$ cat src/rtl/dr32e_data_arb.sv
// Round-robin arbiter sharing the core data-memory port between the LSU (m0) and debug/DMA (m1).
// Zero-latency address forwarding, one outstanding transaction, response watchdog.
module dr32e_data_arb #(
    parameter int unsigned MemDataWidth  = 32,
    parameter int unsigned TimeoutCycles = 64,
    parameter int unsigned TimeoutWidth  = $clog2(TimeoutCycles + 1)
) (
    input  logic                    clk_i,
    input  logic                    rst_i,

    input  logic                    m0_req_i,
    input  logic                    m0_we_i,
    input  logic [3:0]              m0_be_i,
    input  logic [31:0]             m0_addr_i,
    input  logic [MemDataWidth-1:0] m0_wdata_i,
    output logic                    m0_gnt_o,
    output logic                    m0_rvalid_o,
    output logic [MemDataWidth-1:0] m0_rdata_o,
    output logic                    m0_err_o,

    input  logic                    m1_req_i,
    input  logic                    m1_we_i,
    input  logic [3:0]              m1_be_i,
    input  logic [31:0]             m1_addr_i,
    input  logic [MemDataWidth-1:0] m1_wdata_i,
    output logic                    m1_gnt_o,
    output logic                    m1_rvalid_o,
    output logic [MemDataWidth-1:0] m1_rdata_o,
    output logic                    m1_err_o,

    output logic                    data_req_o,
    output logic                    data_we_o,
    output logic [3:0]              data_be_o,
    output logic [31:0]             data_addr_o,
    output logic [MemDataWidth-1:0] data_wdata_o,
    input  logic                    data_gnt_i,
    input  logic                    data_rvalid_i,
    input  logic [MemDataWidth-1:0] data_rdata_i,
    input  logic                    data_bus_err_i,
    input  logic                    data_pmp_err_i,

    output logic                    stray_rvalid_o,
    output logic                    timeout_o
);

    typedef enum logic [1:0] {IDLE, ADDR, RESP} state_e;

    state_e                  state_q, state_d;
    logic                    owner_q, owner_d;
    logic                    last_q, last_d;
    logic [TimeoutWidth-1:0] wdog_q, wdog_d;

    logic winner, sel, sel_req, bus_req, gnt_fire;
    logic rsp_fire, to_fire, resp_out, err;

    // Ties go to whichever master did not win last time.
    always_comb begin
        winner = 1'b0;
        if (m0_req_i && m1_req_i) begin
            winner = ~last_q;
        end else if (m1_req_i) begin
            winner = 1'b1;
        end
    end

    assign sel      = (state_q == IDLE) ? winner : owner_q;
    assign sel_req  = sel ? m1_req_i : m0_req_i;
    assign bus_req  = (state_q != RESP) && sel_req;
    assign gnt_fire = bus_req && data_gnt_i;

    assign rsp_fire = (state_q == RESP) && data_rvalid_i;
    assign to_fire  = (state_q == RESP) && !data_rvalid_i &&
                      (wdog_q == TimeoutWidth'(TimeoutCycles - 1));
    assign resp_out = rsp_fire || to_fire;
    assign err      = to_fire || (rsp_fire && (data_bus_err_i || data_pmp_err_i));

    assign data_req_o   = bus_req;
    assign data_we_o    = bus_req && (sel ? m1_we_i : m0_we_i);
    assign data_be_o    = bus_req ? (sel ? m1_be_i : m0_be_i) : 4'h0;
    assign data_addr_o  = bus_req ? (sel ? m1_addr_i : m0_addr_i) : 32'h0;
    assign data_wdata_o = bus_req ? (sel ? m1_wdata_i : m0_wdata_i) : '0;

    assign m0_gnt_o    = gnt_fire && !sel;
    assign m1_gnt_o    = gnt_fire && sel;
    assign m0_rvalid_o = resp_out && !owner_q;
    assign m1_rvalid_o = resp_out && owner_q;
    assign m0_err_o    = err && !owner_q;
    assign m1_err_o    = err && owner_q;
    assign m0_rdata_o  = to_fire ? '0 : data_rdata_i;
    assign m1_rdata_o  = to_fire ? '0 : data_rdata_i;

    // Anything arriving outside RESP (including late replies after a timeout) is dropped.
    assign stray_rvalid_o = data_rvalid_i && (state_q != RESP);
    assign timeout_o      = to_fire;

    always_comb begin
        state_d = state_q;
        owner_d = owner_q;
        last_d  = last_q;
        wdog_d  = wdog_q;
        case (state_q)
            IDLE: begin
                if (bus_req) begin
                    owner_d = winner;
                    if (data_gnt_i) begin
                        last_d  = winner;
                        state_d = RESP;
                    end else begin
                        state_d = ADDR;
                    end
                end
            end
            ADDR: begin
                if (gnt_fire) begin
                    last_d  = owner_q;
                    state_d = RESP;
                end
            end
            RESP: begin
                wdog_d = wdog_q + TimeoutWidth'(1);
                if (resp_out) begin
                    wdog_d  = '0;
                    state_d = IDLE;
                end
            end
            default: state_d = IDLE;
        endcase
    end

    always_ff @(posedge clk_i) begin
        if (rst_i) begin
            state_q <= IDLE;
            owner_q <= 1'b0;
            last_q  <= 1'b1;
            wdog_q  <= '0;
        end else begin
            state_q <= state_d;
            owner_q <= owner_d;
            last_q  <= last_d;
            wdog_q  <= wdog_d;
        end
    end

endmodule

$ cat config.mk
export PLATFORM = sky130hd
export DESIGN_NAME = dr32e_data_arb
export DESIGN_NICKNAME = d
export VERILOG_FILES = /design/src/rtl/dr32e_data_arb.sv
export SDC_FILE = /design/constraint.sdc
export NUM_CORES = 1
export LEC_CHECK = 0
export ABC_AREA = 1
export BUFFER_PORTS_ARGS = -buffer_cell sky130_fd_sc_hd__buf_4
export CAP_MARGIN = 20
export CORE_AREA = 4 4 123 125
export CTS_CLUSTER_SIZE = 8
export DETAILED_ROUTE_END_ITERATION = 10
export DIE_AREA = 0 0 127 129
export HOLD_SLACK_MARGIN = 0.02
export PLACE_DENSITY_LB_ADDON = 0.08
export SYNTH_ARGS = -nofsm -noshare
export SYNTH_HDL_FRONTEND = slang
export SYNTH_SLANG_ARGS = --single-unit
$ cat constraint.sdc
create_clock -name clk_i -period 1.96 [get_ports clk_i]
set_input_delay 0.294 -clock clk_i [delete_from_list [all_inputs] [get_ports clk_i]]
set_output_delay 0.294 -clock clk_i [all_outputs]
set_load 0.05 [all_outputs]
==> key figures, run 1 <==
Outcome
  – Status: finished, violations left
  – Violated checks: negative setup slack

Timing
  – Pins over their slew limit: 0
  – Crit path time final: 2.12 ns
  – Slew Limit Headroom: 85.3%
  – RSZ-0062 raised after global routing: true
  – Clock skew: 0.00173 ns
  – Pin slew with the least headroom to its limit: 0.220 ns
  – Final setup margin: -0.163 ns
  – Worst hold margin: approximately 0.27 ns
  – Final count of negative-setup-slack endpoints: 130
  – Final setup TNS: -11.41 ns
  – Final worst-path cycle share: 108%
  – Final count of hold timing violations: 0
  – Fmax: 471 MHz

Worst setup path
  – Startpoint Class: flip-flop
  – R2R setup slack: 0.36 ns
  – CP Capture Type: primary output
  – Kind of critical path: flip-flop to primary output
  – Crit path max fanout: 8
  – Crit path DAT: 1.83 ns
  – CP required: approximately 1.7 ns

Die
  – Die extent in x: 127 µm
  – Site Rows: between 40 and 50
  – I/O pin count: 320
  – Die area: ~0.016 mm²
  – Die height: 129 µm
  – Core area: 0.0139 mm²
  – Initial core utilization: 16.0%

Synthesis
  – Synth top area cells: nand2_1 26%, a21oi_1 15%, buf_4 11%
  – Synth area leader: nand2_1
  – Synth Warn #: 0
  – Seq/Total Area, Yosys: about a tenth
  – Synth unique cells: 26
  – Syn Nets: ~600
  – Post-Syn Instances: 420
  – Area of the mapped netlist: 0.00222 mm²
  – Avg Inst Size Synth: about 5.3 µm²
  – Area share of the largest cell type after synthesis: 25.7%
  – #FFs+latches synth: 11

Route
  – # DRC: 0
  – First drt pass iteration count: 4
  – Initial drt markers: 115
  – Via/cell ratio: 4.27
  – Routed WL: 16.2 mm
  – Vias: 3985
  – Routed wire per std cell: roughly 17 µm
  – Post-DRT Antenna Nets: 0

Layout
  – Fin area: 0.00734 mm²
  – Fin nets: 934
  – Finished Core Util: 52.9%
  – Sequential cell area: 231 µm²
  – Area of the multi-input gates: 0.00246 mm²
  – Fillers: 1272
  – ANT cells: 0
  – Area Growth Syn to Fin: 230%
  – Share of cells above drive strength 1: 75.1%

Clock tree
  – Cts bufs inserted: 3
  – Clock Sink Count: 11
  – Root Buffer: clkbuf_16
  – TritonCTS clock tree: done
  – H-tree depth: 1
  – Worst-Skew Late Latency: 0.24 ns
  – CTS max path bufs: 2
  – Reg clk slew, reported paths: 0.04 ns

Global routing
  – First-pass GRT wire length: 21.7 mm
  – Pin count of the biggest net entering global routing: 25
  – GRT busiest layer: met2
  – Routing usage on met2: 32.4%
  – Initial antenna violation count: 0
  – Grt met1 use: ~18%
  – GR Layer Usage met3: between 3 and 4%
  – GRT Residual Overflow: 0
  – Total track usage: 16.6%
  – Vias in the first global route: roughly 4.0k

Place
  – GP Congestion: ~0.86
  – Placement Setup Slack: 0.0430 ns
  – PortBufs: 319
  – DP HPWL: 11.3 mm
  – DP Area: 0.00520 mm²

Pwr
  – PD cells: between 600 and 700 mW/mm²
  – LEAKAGE: between 3 and 4 nW
  – Worst vdd ir: between 200 and 300 µV

Hold path
  – Hold Path Class: primary input to flip-flop

Flow run
  – Max Cap Viol: 0
per-layer routing:
layer  vias to the layer above  part of all wire, %
met3                        18                  7.3
met4                         0                  1.6
met5                         -                    0
li1                       1949                    -
met1                      1830                   36
met2                       188                   55
cell families (layout without fill, tap and decap cells):
family / after synthesis / after routing / share of synthesized area [%]
compound gates: 80 / 80 / 19.7
xor+xnor: 4 / 4 / 1.58
fa+ha+maj: 1 / 1 / 0.563
buf+inv: 103 / 437 / 27.0
flops: 11 / 11 / 9.91
simple gates: 221 / 221 / 41.3
flip-flops by register name, indices dropped and copies added (netlist names):
name,flops
last_q,1
wdog_q,7
state_q,2
owner_q,1
final cells by class:
cell class / instances / share of cell area [%]
Timing Repair Buffer: 385 / 56.3
Sequential cell: 11 / 3.15
Multi-Input combinational cell: 306 / 33.5
Timing Repair inverter: 1 / 0.153
Clock buffer: 4 / 1.07
Inverter: 47 / 2.73
Tap cell: 180 / 3.07
through the flow:
stage,std cells,power [mW]
6_report,934,4.67
5_1_grt,934,4.86
4_1_cts,917,4.16
3_5_place_dp,889,3.14
3_3_place_gp,889,3.13
2_1_floorplan,420,2.19
timing repair:
action	in CTS	in global routing
gates cloned	9	10
resized for setup	186	190
pin swaps	16	48
hold buffers	0	0
setup buffers	15	14
setup endpoints to repair	136	140
worst paths after layout:
check,startpoint,to,depth (start not counted)
max,state_q[0],data_addr_o[2],9
min reg2reg,last_q,last_q,2
max reg2reg,state_q[0],last_q,8
min,rst_i,wdog_q[1],2
cells in the mapped netlist:
library cell	n
nand2_1	152
a21oi_1	66
inv_1	46
nor2_1	44
buf_4	32
buf_2	14
dfxtp_1	11
buf_6	10
a21oi_2	9
nand3_1	7
nor3_1	4
o21ai_0	4
nand2_2	3
nand4_1	3
nand3_2	2
xnor2_1	2
xor2_1	2
ha_1	1
inv_2	1
nand2_4	1
nand3_4	1
nand3b_1	1
nor2_2	1
nor2_4	1
nor3_4	1
o21a_1	1
worst max-delay path, stage by stage, from the launching register on:
cell and delay (ns):
dfxtp_4 0.36, nor2_4 0.14, nand3_4 0.10, buf_12 0.14, nand2_8 0.11, buf_8 0.16, clkbuf_16 0.18, nand2_2 0.07
a21oi_4 0.15, buf_6 0.17
where the power goes:
part / leakage (nW) / switching (mW) / total (mW) / internal [mW]
clock: 0.0382 / 0.0986 / 0.372 / 0.273
combinational: 3.48 / 2.36 / 4.05 / 1.69
sequential: 0.0914 / 0.0147 / 0.252 / 0.237
total: 3.61 / 2.47 / 4.67 / 2.20
cell usage in the layout (no fill, tap or decap), drive strengths merged:
| cell | synthesis | routed |
|---|---|---|
| buf | 56 | 377 |
| nand2 | 156 | 156 |
| a21oi | 75 | 75 |
| inv | 47 | 48 |
| nor2 | 46 | 46 |
| clkbuf | 0 | 12 |
| dfxtp | 11 | 11 |
| nand3 | 10 | 10 |
| nor3 | 5 | 5 |
| o21ai | 4 | 4 |
| nand4 | 3 | 3 |
| xor2 | 2 | 2 |
| xnor2 | 2 | 2 |
| nand3b | 1 | 1 |
| o21a | 1 | 1 |
| ha | 1 | 1 |
Power figures use the tool's default switching activity.
==> run 2, diff against run 1 <==
--- a/config.mk
+++ b/config.mk
@@ -6,12 +6,12 @@
 export NUM_CORES = 1
 export LEC_CHECK = 0
 export ABC_AREA = 1
-export BUFFER_PORTS_ARGS = -buffer_cell sky130_fd_sc_hd__buf_4
 export CAP_MARGIN = 20
-export CORE_AREA = 4 4 123 125
+export CORE_AREA = 4 4 121 123
 export CTS_CLUSTER_SIZE = 8
 export DETAILED_ROUTE_END_ITERATION = 10
-export DIE_AREA = 0 0 127 129
+export DIE_AREA = 0 0 125 127
+export DONT_BUFFER_PORTS = 1
 export HOLD_SLACK_MARGIN = 0.02
 export PLACE_DENSITY_LB_ADDON = 0.08
 export SYNTH_ARGS = -nofsm -noshare
==> key figures, run 2 (synthesis results as in run 1) <==
Timing
  – Slew Limit Headroom: 83.0% (was 85.3%)
  – Clock skew: 0.00230 ns (was 0.00173 ns)
  – Final setup margin: -0.159 ns (was -0.163 ns)
  – Fmax: 472 MHz (was 471 MHz)
  – Worst hold margin: 0.114 ns (was 0.274 ns)
  – Pins over their slew limit: 0 (unchanged)
  – Crit path time final: 2.12 ns (about the same)
  – Final setup TNS: -11.81 ns (was -11.41 ns)
  – Final count of hold timing violations: 0 (unchanged)
  – Final worst-path cycle share: 108% (about the same)
  – RSZ-0062 raised after global routing: true (unchanged)
  – Pin slew with the least headroom to its limit: 0.255 ns (was 0.220 ns)
  – Final count of negative-setup-slack endpoints: 138 (was 130)

Pwr
  – Clock network power share: 8.0% (about the same)
  – PD cells: 761 mW/mm² (was 636 mW/mm²)
  – Net Sw Frac: 51.2% (was 53.0%)
  – Worst vdd ir: 361 µV (was 279 µV)
  – Internal: 2.32 mW (was 2.20 mW)
  – Logic pwr share: 86.7% (was 86.6%)
  – LEAKAGE: 2.59 nW (was 3.61 nW)
  – P_sw: 2.43 mW (was 2.47 mW)
  – Seq pwr share: 5.3% (was 5.4%)

Layout
  – Fin nets: 724 (was 934)
  – Commonest non-fill, non-tap cell in the layout: buf_12 (was buf_4)
  – Largest registers: wdog_q: 7 flops, state_q: 2 flops (unchanged)
  – Area Growth Syn to Fin: 180% (was 230%)
  – Fillers: 1303 (was 1272)
  – ANT cells: 0 (unchanged)
  – Share of cells above drive strength 1: 63.4% (was 75.1%)
  – Most frequent cells in the layout: 117 x buf_12, 114 x nand2_1, 42 x inv_1 (was 196 x buf_4, 117 x buf_6, 101 x nand2_1)
  – Max FFs per register: 7 (unchanged)
  – Top reg by flops: wdog_q (unchanged)
  – Finished Core Util: 45.6% (was 52.9%)

Global routing
  – Total track usage: 15.4% (was 16.6%)
  – GR Layer Usage met3: 4.22% (was 3.53%)
  – Vias in the first global route: 3389 (was 4036)
  – Initial antenna violation count: 0 (unchanged)
  – GRT Residual Overflow: 0 (unchanged)
  – Grt met1 use: 17.1% (was 18.4%)
  – First-pass GRT wire length: 19.4 mm (was 21.7 mm)
  – Pin count of the biggest net entering global routing: 27 (was 25)
  – GRT busiest layer: met2 (unchanged)
  – Routing usage on met2: 29.2% (was 32.4%)

Die
  – Site Rows: 43 (unchanged)
  – Die extent in x: 125 µm (was 127 µm)
  – Die area: 0.0159 mm² (was 0.0164 mm²)
  – Core area: 0.0137 mm² (was 0.0139 mm²)
  – I/O pin count: 320 (unchanged)
  – Die height: 127 µm (was 129 µm)
  – Initial core utilization: 16.3% (was 16.0%)

Clock tree
  – Reg clk slew, reported paths: 0.04 ns (about the same)
  – Worst-Skew Late Latency: 0.24 ns (about the same)
  – Cts bufs inserted: 3 (unchanged)
  – H-tree depth: 1 (unchanged)
  – Post-CTS Hold Fix Bufs: 0 (unchanged)
  – TritonCTS clock tree: done (unchanged)
  – Clock Sink Count: 11 (unchanged)
  – CTS max path bufs: 2 (unchanged)
  – Root Buffer: clkbuf_16 (unchanged)

Outcome
  – Violated checks: negative setup slack (unchanged)
  – Status: finished, violations left (unchanged)

Place
  – PortBufs: 0 (was 319)
  – DP HPWL: 10.1 mm (was 11.3 mm)
  – Placement Setup Slack: -0.00814 ns (was 0.0430 ns)
  – GP Congestion: 0.829 (was 0.859)

Hold path
  – Hold depth: 1 (was 2)
  – Hold Crit Start: rst_i (unchanged)
  – Hold Path Class: primary input to flip-flop (unchanged)
  – Worst Hold Path EP: wdog_q[1] (unchanged)

Route
  – Post-DRT Antenna Nets: 0 (unchanged)
  – Routed wire per std cell: 19.1 µm (was 17.3 µm)
  – # DRC: 0 (unchanged)
  – Initial drt markers: 105 (was 115)
  – First drt pass iteration count: 4 (unchanged)
  – Vias: 3191 (was 3985)
  – Via/cell ratio: 4.41 (was 4.27)
  – Routed WL: 13.8 mm (was 16.2 mm)

Worst setup path
  – Startpoint Class: flip-flop (unchanged)
  – Reg2reg end: last_q (unchanged)
  – FF-to-FF path depth: 9 (was 8)
  – CP required: 1.67 ns (about the same)
  – Crit path DAT: 1.82 ns (was 1.83 ns)
  – CP Capture Type: primary output (unchanged)
  – Kind of critical path: flip-flop to primary output (unchanged)
  – RR Startpoint: state_q[1] (was state_q[0])
  – R2R setup slack: 0.25 ns (was 0.36 ns)
  – Crit path max fanout: 6 (was 8)

Flow run
  – Max Cap Viol: 0 (unchanged)
-- run 2: critical path, cell delays in order (launching register included) --
cell and delay [ns]:
dfxtp_4 0.36, nor2_4 0.16, nand3_4 0.10, buf_6 0.16
nand2_8 0.12, buf_4 0.14, buf_12 0.12, nand2_2 0.07
a21oi_2 0.18, buf_12 0.16
-- run 2: per-layer routing --
layer,vias up,wire [µm]
li1,1528,-
met1,1449,4950
met2,198,7540
met3,16,1110
met4,0,240
met5,-,0
-- run 2: area by class of cell --
type                    count  area [µm²]  area share (%)
multi-input cells         308        2410            38.7
well taps                 180         225            3.62
inverters                  47         191            3.07
flip-flops and latches     11         229            3.68
repair buffers            174        3100            49.7
clock buffers               4        78.8            1.27
-- run 2: timing repair --
item                       in CTS  in global routing
setup endpoints to repair     137                140
setup buffers                  21                  8
cloned                          9                  6
gates resized for setup       123                 63
pin swaps                      62                 28
-- run 2: worst max path at each step --
| stage | startpoint | endpoint | slack, ns |
|---|---|---|---|
| after floorplan | wdog_q[0] | m1_rdata_o[0] | -0.18 |
| after global placement | last_q | data_wdata_o[18] | 0.07 |
| after detailed placement | state_q[1] | data_addr_o[3] | -0.008 |
| after CTS | wdog_q[0] | m0_rdata_o[22] | -0.16 |
| after global routing | state_q[1] | data_addr_o[21] | -0.24 |
| final | state_q[1] | data_wdata_o[10] | -0.16 |
-- run 2: stage by stage --
| step | std cells | power (mW) | cell area, µm² |
|---|---|---|---|
| floorplan | 420 | 2.19 | 2660 |
| global placement | 680 | 3.62 | 4800 |
| detailed placement | 680 | 3.64 | 4800 |
| CTS | 714 | 4.59 | 5840 |
| global route | 724 | 4.92 | 6230 |
| finish | 724 | 4.74 | 6230 |
-- run 2: power groups by stage --
stage	logic, mW	registers, mW	clock network [mW]
after floorplan	1.95	0.249	0
after global placement	3.37	0.248	0
after detailed placement	3.39	0.248	0
after CTS	3.96	0.249	0.387
after global routing	4.26	0.253	0.400
final	4.11	0.253	0.377
==> run 3, diff against run 2 <==
--- a/config.mk
+++ b/config.mk
@@ -13,7 +13,7 @@
 export DIE_AREA = 0 0 125 127
 export DONT_BUFFER_PORTS = 1
 export HOLD_SLACK_MARGIN = 0.02
-export PLACE_DENSITY_LB_ADDON = 0.08
+export PLACE_DENSITY = 0.31
 export SYNTH_ARGS = -nofsm -noshare
 export SYNTH_HDL_FRONTEND = slang
 export SYNTH_SLANG_ARGS = --single-unit
==> key figures, run 3 (synthesis results as in run 1) <==
Global routing
  – Pin count of the biggest net entering global routing: 21 (was 27)
  – First-pass GRT wire length: 19.5 mm (was 19.4 mm)
  – GRT Residual Overflow: 0 (unchanged)
  – Vias in the first global route: 3383 (was 3389)
  – Initial antenna violation count: 0 (unchanged)
  – Total track usage: 15.3% (was 15.4%)

Route
  – # DRC: 0 (unchanged)
  – Vias: 3269 (was 3191)
  – Via/cell ratio: 4.56 (was 4.41)
  – Routed WL: 14.5 mm (was 13.8 mm)
  – First drt pass iteration count: 4 (unchanged)
  – Routed wire per std cell: 20.2 µm (was 19.1 µm)
  – Initial drt markers: 114 (was 105)
  – Post-DRT Antenna Nets: 0 (unchanged)

Hold path
  – Worst Hold Path EP: wdog_q[1] (unchanged)
  – Hold depth: 1 (unchanged)
  – Hold Path Class: primary input to flip-flop (unchanged)
  – Hold Crit Start: rst_i (unchanged)

Layout
  – Max FFs per register: 7 (unchanged)
  – Fin nets: 717 (was 724)
  – Most frequent cells in the layout: 110 x buf_12, 101 x nand2_1, 63 x a21oi_4 (was 117 x buf_12, 114 x nand2_1, 42 x inv_1)
  – Top reg by flops: wdog_q (unchanged)
  – ANT cells: 0 (unchanged)
  – Commonest non-fill, non-tap cell in the layout: buf_12 (unchanged)
  – Largest registers: wdog_q: 7 flops, state_q: 2 flops (unchanged)
  – Share of cells above drive strength 1: 65.2% (was 63.4%)
  – Area Growth Syn to Fin: 187% (was 180%)
  – Finished Core Util: 46.7% (was 45.6%)

Worst setup path
  – Kind of critical path: flip-flop to primary output (unchanged)
  – FF-to-FF path depth: 9 (unchanged)
  – Startpoint Class: flip-flop (unchanged)
  – Reg2reg end: state_q[0] (was last_q)
  – Crit path max fanout: 7 (was 6)
  – RR Startpoint: state_q[1] (unchanged)
  – CP required: 1.67 ns (about the same)
  – Crit path DAT: 1.80 ns (was 1.82 ns)
  – R2R setup slack: 0.46 ns (was 0.25 ns)
  – CP Capture Type: primary output (unchanged)

Clock tree
  – Reg clk slew, reported paths: 0.04 ns (about the same)
  – Clock Sink Count: 11 (unchanged)
  – Cts bufs inserted: 3 (unchanged)
  – Root Buffer: clkbuf_16 (unchanged)
  – CTS max path bufs: 2 (unchanged)
  – H-tree depth: 1 (unchanged)
  – TritonCTS clock tree: done (unchanged)
  – Worst-Skew Late Latency: 0.24 ns (about the same)

Timing
  – Final setup margin: -0.131 ns (was -0.159 ns)
  – RSZ-0062 raised after global routing: true (unchanged)
  – Final worst-path cycle share: 107% (was 108%)
  – Pins over their slew limit: 0 (unchanged)
  – Final count of negative-setup-slack endpoints: 129 (was 138)
  – Final count of hold timing violations: 0 (unchanged)
  – Crit path time final: 2.09 ns (was 2.12 ns)
  – Pin slew with the least headroom to its limit: 0.250 ns (was 0.255 ns)
  – Fmax: 478 MHz (was 472 MHz)
  – Clock skew: 0.00440 ns (was 0.00230 ns)
  – Slew Limit Headroom: 83.2% (was 83.0%)
  – Final setup TNS: -8.06 ns (was -11.81 ns)

Pwr
  – LEAKAGE: 2.64 nW (was 2.59 nW)
  – Worst vdd ir: 387 µV (was 361 µV)
  – PD cells: 773 mW/mm² (was 761 mW/mm²)

Die
  – I/O pin count: 320 (unchanged)
  – Die height: 127 µm (unchanged)
  – Die extent in x: 125 µm (unchanged)
  – Initial core utilization: 16.3% (unchanged)
  – Die area: 0.0159 mm² (unchanged)
  – Site Rows: 43 (unchanged)
  – Core area: 0.0137 mm² (unchanged)

Place
  – DP HPWL: 9.28 mm (was 10.1 mm)
  – PortBufs: 0 (unchanged)
  – GP Congestion: 0.825 (was 0.829)

Outcome
  – Violated checks: negative setup slack (unchanged)
  – Status: finished, violations left (unchanged)

Flow run
  – Max Cap Viol: 0 (unchanged)
run 3: layout make-up:
cell class / count / area, µm²
clock buffer: 4 / 78.8
fill: 1273 / 7280
inverter: 47 / 194
multi-input combinational: 306 / 2610
sequential: 11 / 228
tap: 180 / 225
timing repair buffer: 169 / 3050
run 3: how the worst max path moves through the flow:
stage	end	from	slack (ns)
floorplan	m1_rdata_o[0]	wdog_q[0]	-0.18
global placement	m0_rdata_o[0]	wdog_q[0]	0.02
detailed placement	m1_rdata_o[1]	wdog_q[0]	-0.002
CTS	m1_rdata_o[3]	wdog_q[1]	-0.16
global route	m0_rdata_o[26]	wdog_q[0]	-0.20
finish	data_addr_o[20]	state_q[1]	-0.13
run 3: what timing repair did:
action / 4_1_cts / 5_1_grt
setup endpoints to repair: 137 / 139
gates cloned: 13 / 4
gates resized for setup: 72 / 120
pin swaps: 32 / 46
hold buffers: 0 / 0
setup buffers: 19 / 10
run 3: power breakdown:
group	internal (mW)	total (mW)	switching [mW]
sequential	0.237	0.254	0.0170
combinational	1.89	4.31	2.42
clock	0.273	0.373	0.0999
total	2.40	4.93	2.53
run 3: worst max-delay path, stage by stage (launching register included):
cell and delay [ns]:
dfxtp_4 0.37, nor2_4 0.12, nand3_4 0.12, nand3_4 0.10, nand3_4 0.09, buf_12 0.18
buf_12 0.13, buf_16 0.14, a21oi_4 0.14, buf_12 0.15
run 3: layer usage:
layer / share of wire, % / up-vias / GRT usage [%]
li1: - / 1508 / -
met1: 36 / 1552 / 17.9
met2: 55 / 193 / 29.2
met3: 7.3 / 16 / 3.26
met4: 1.3 / 0 / 2.49
met5: 0 / - / 0
run 3: through the flow:
step | instance area, µm² | power [mW] | hold WS (ns) | std cells | worst slack, ns
6_report | 6380 | 4.93 | 0.121 | 717 | -0.131
3_3_place_gp | 4720 | 3.59 | 0.366 | 668 | 0.0245
5_1_grt | 6380 | 5.11 | 0.117 | 717 | -0.205
4_1_cts | 5660 | 4.56 | 0.114 | 704 | -0.164
2_1_floorplan | 2660 | 2.19 | 0.363 | 420 | -0.178
3_5_place_dp | 4720 | 3.59 | 0.368 | 668 | -0.00191
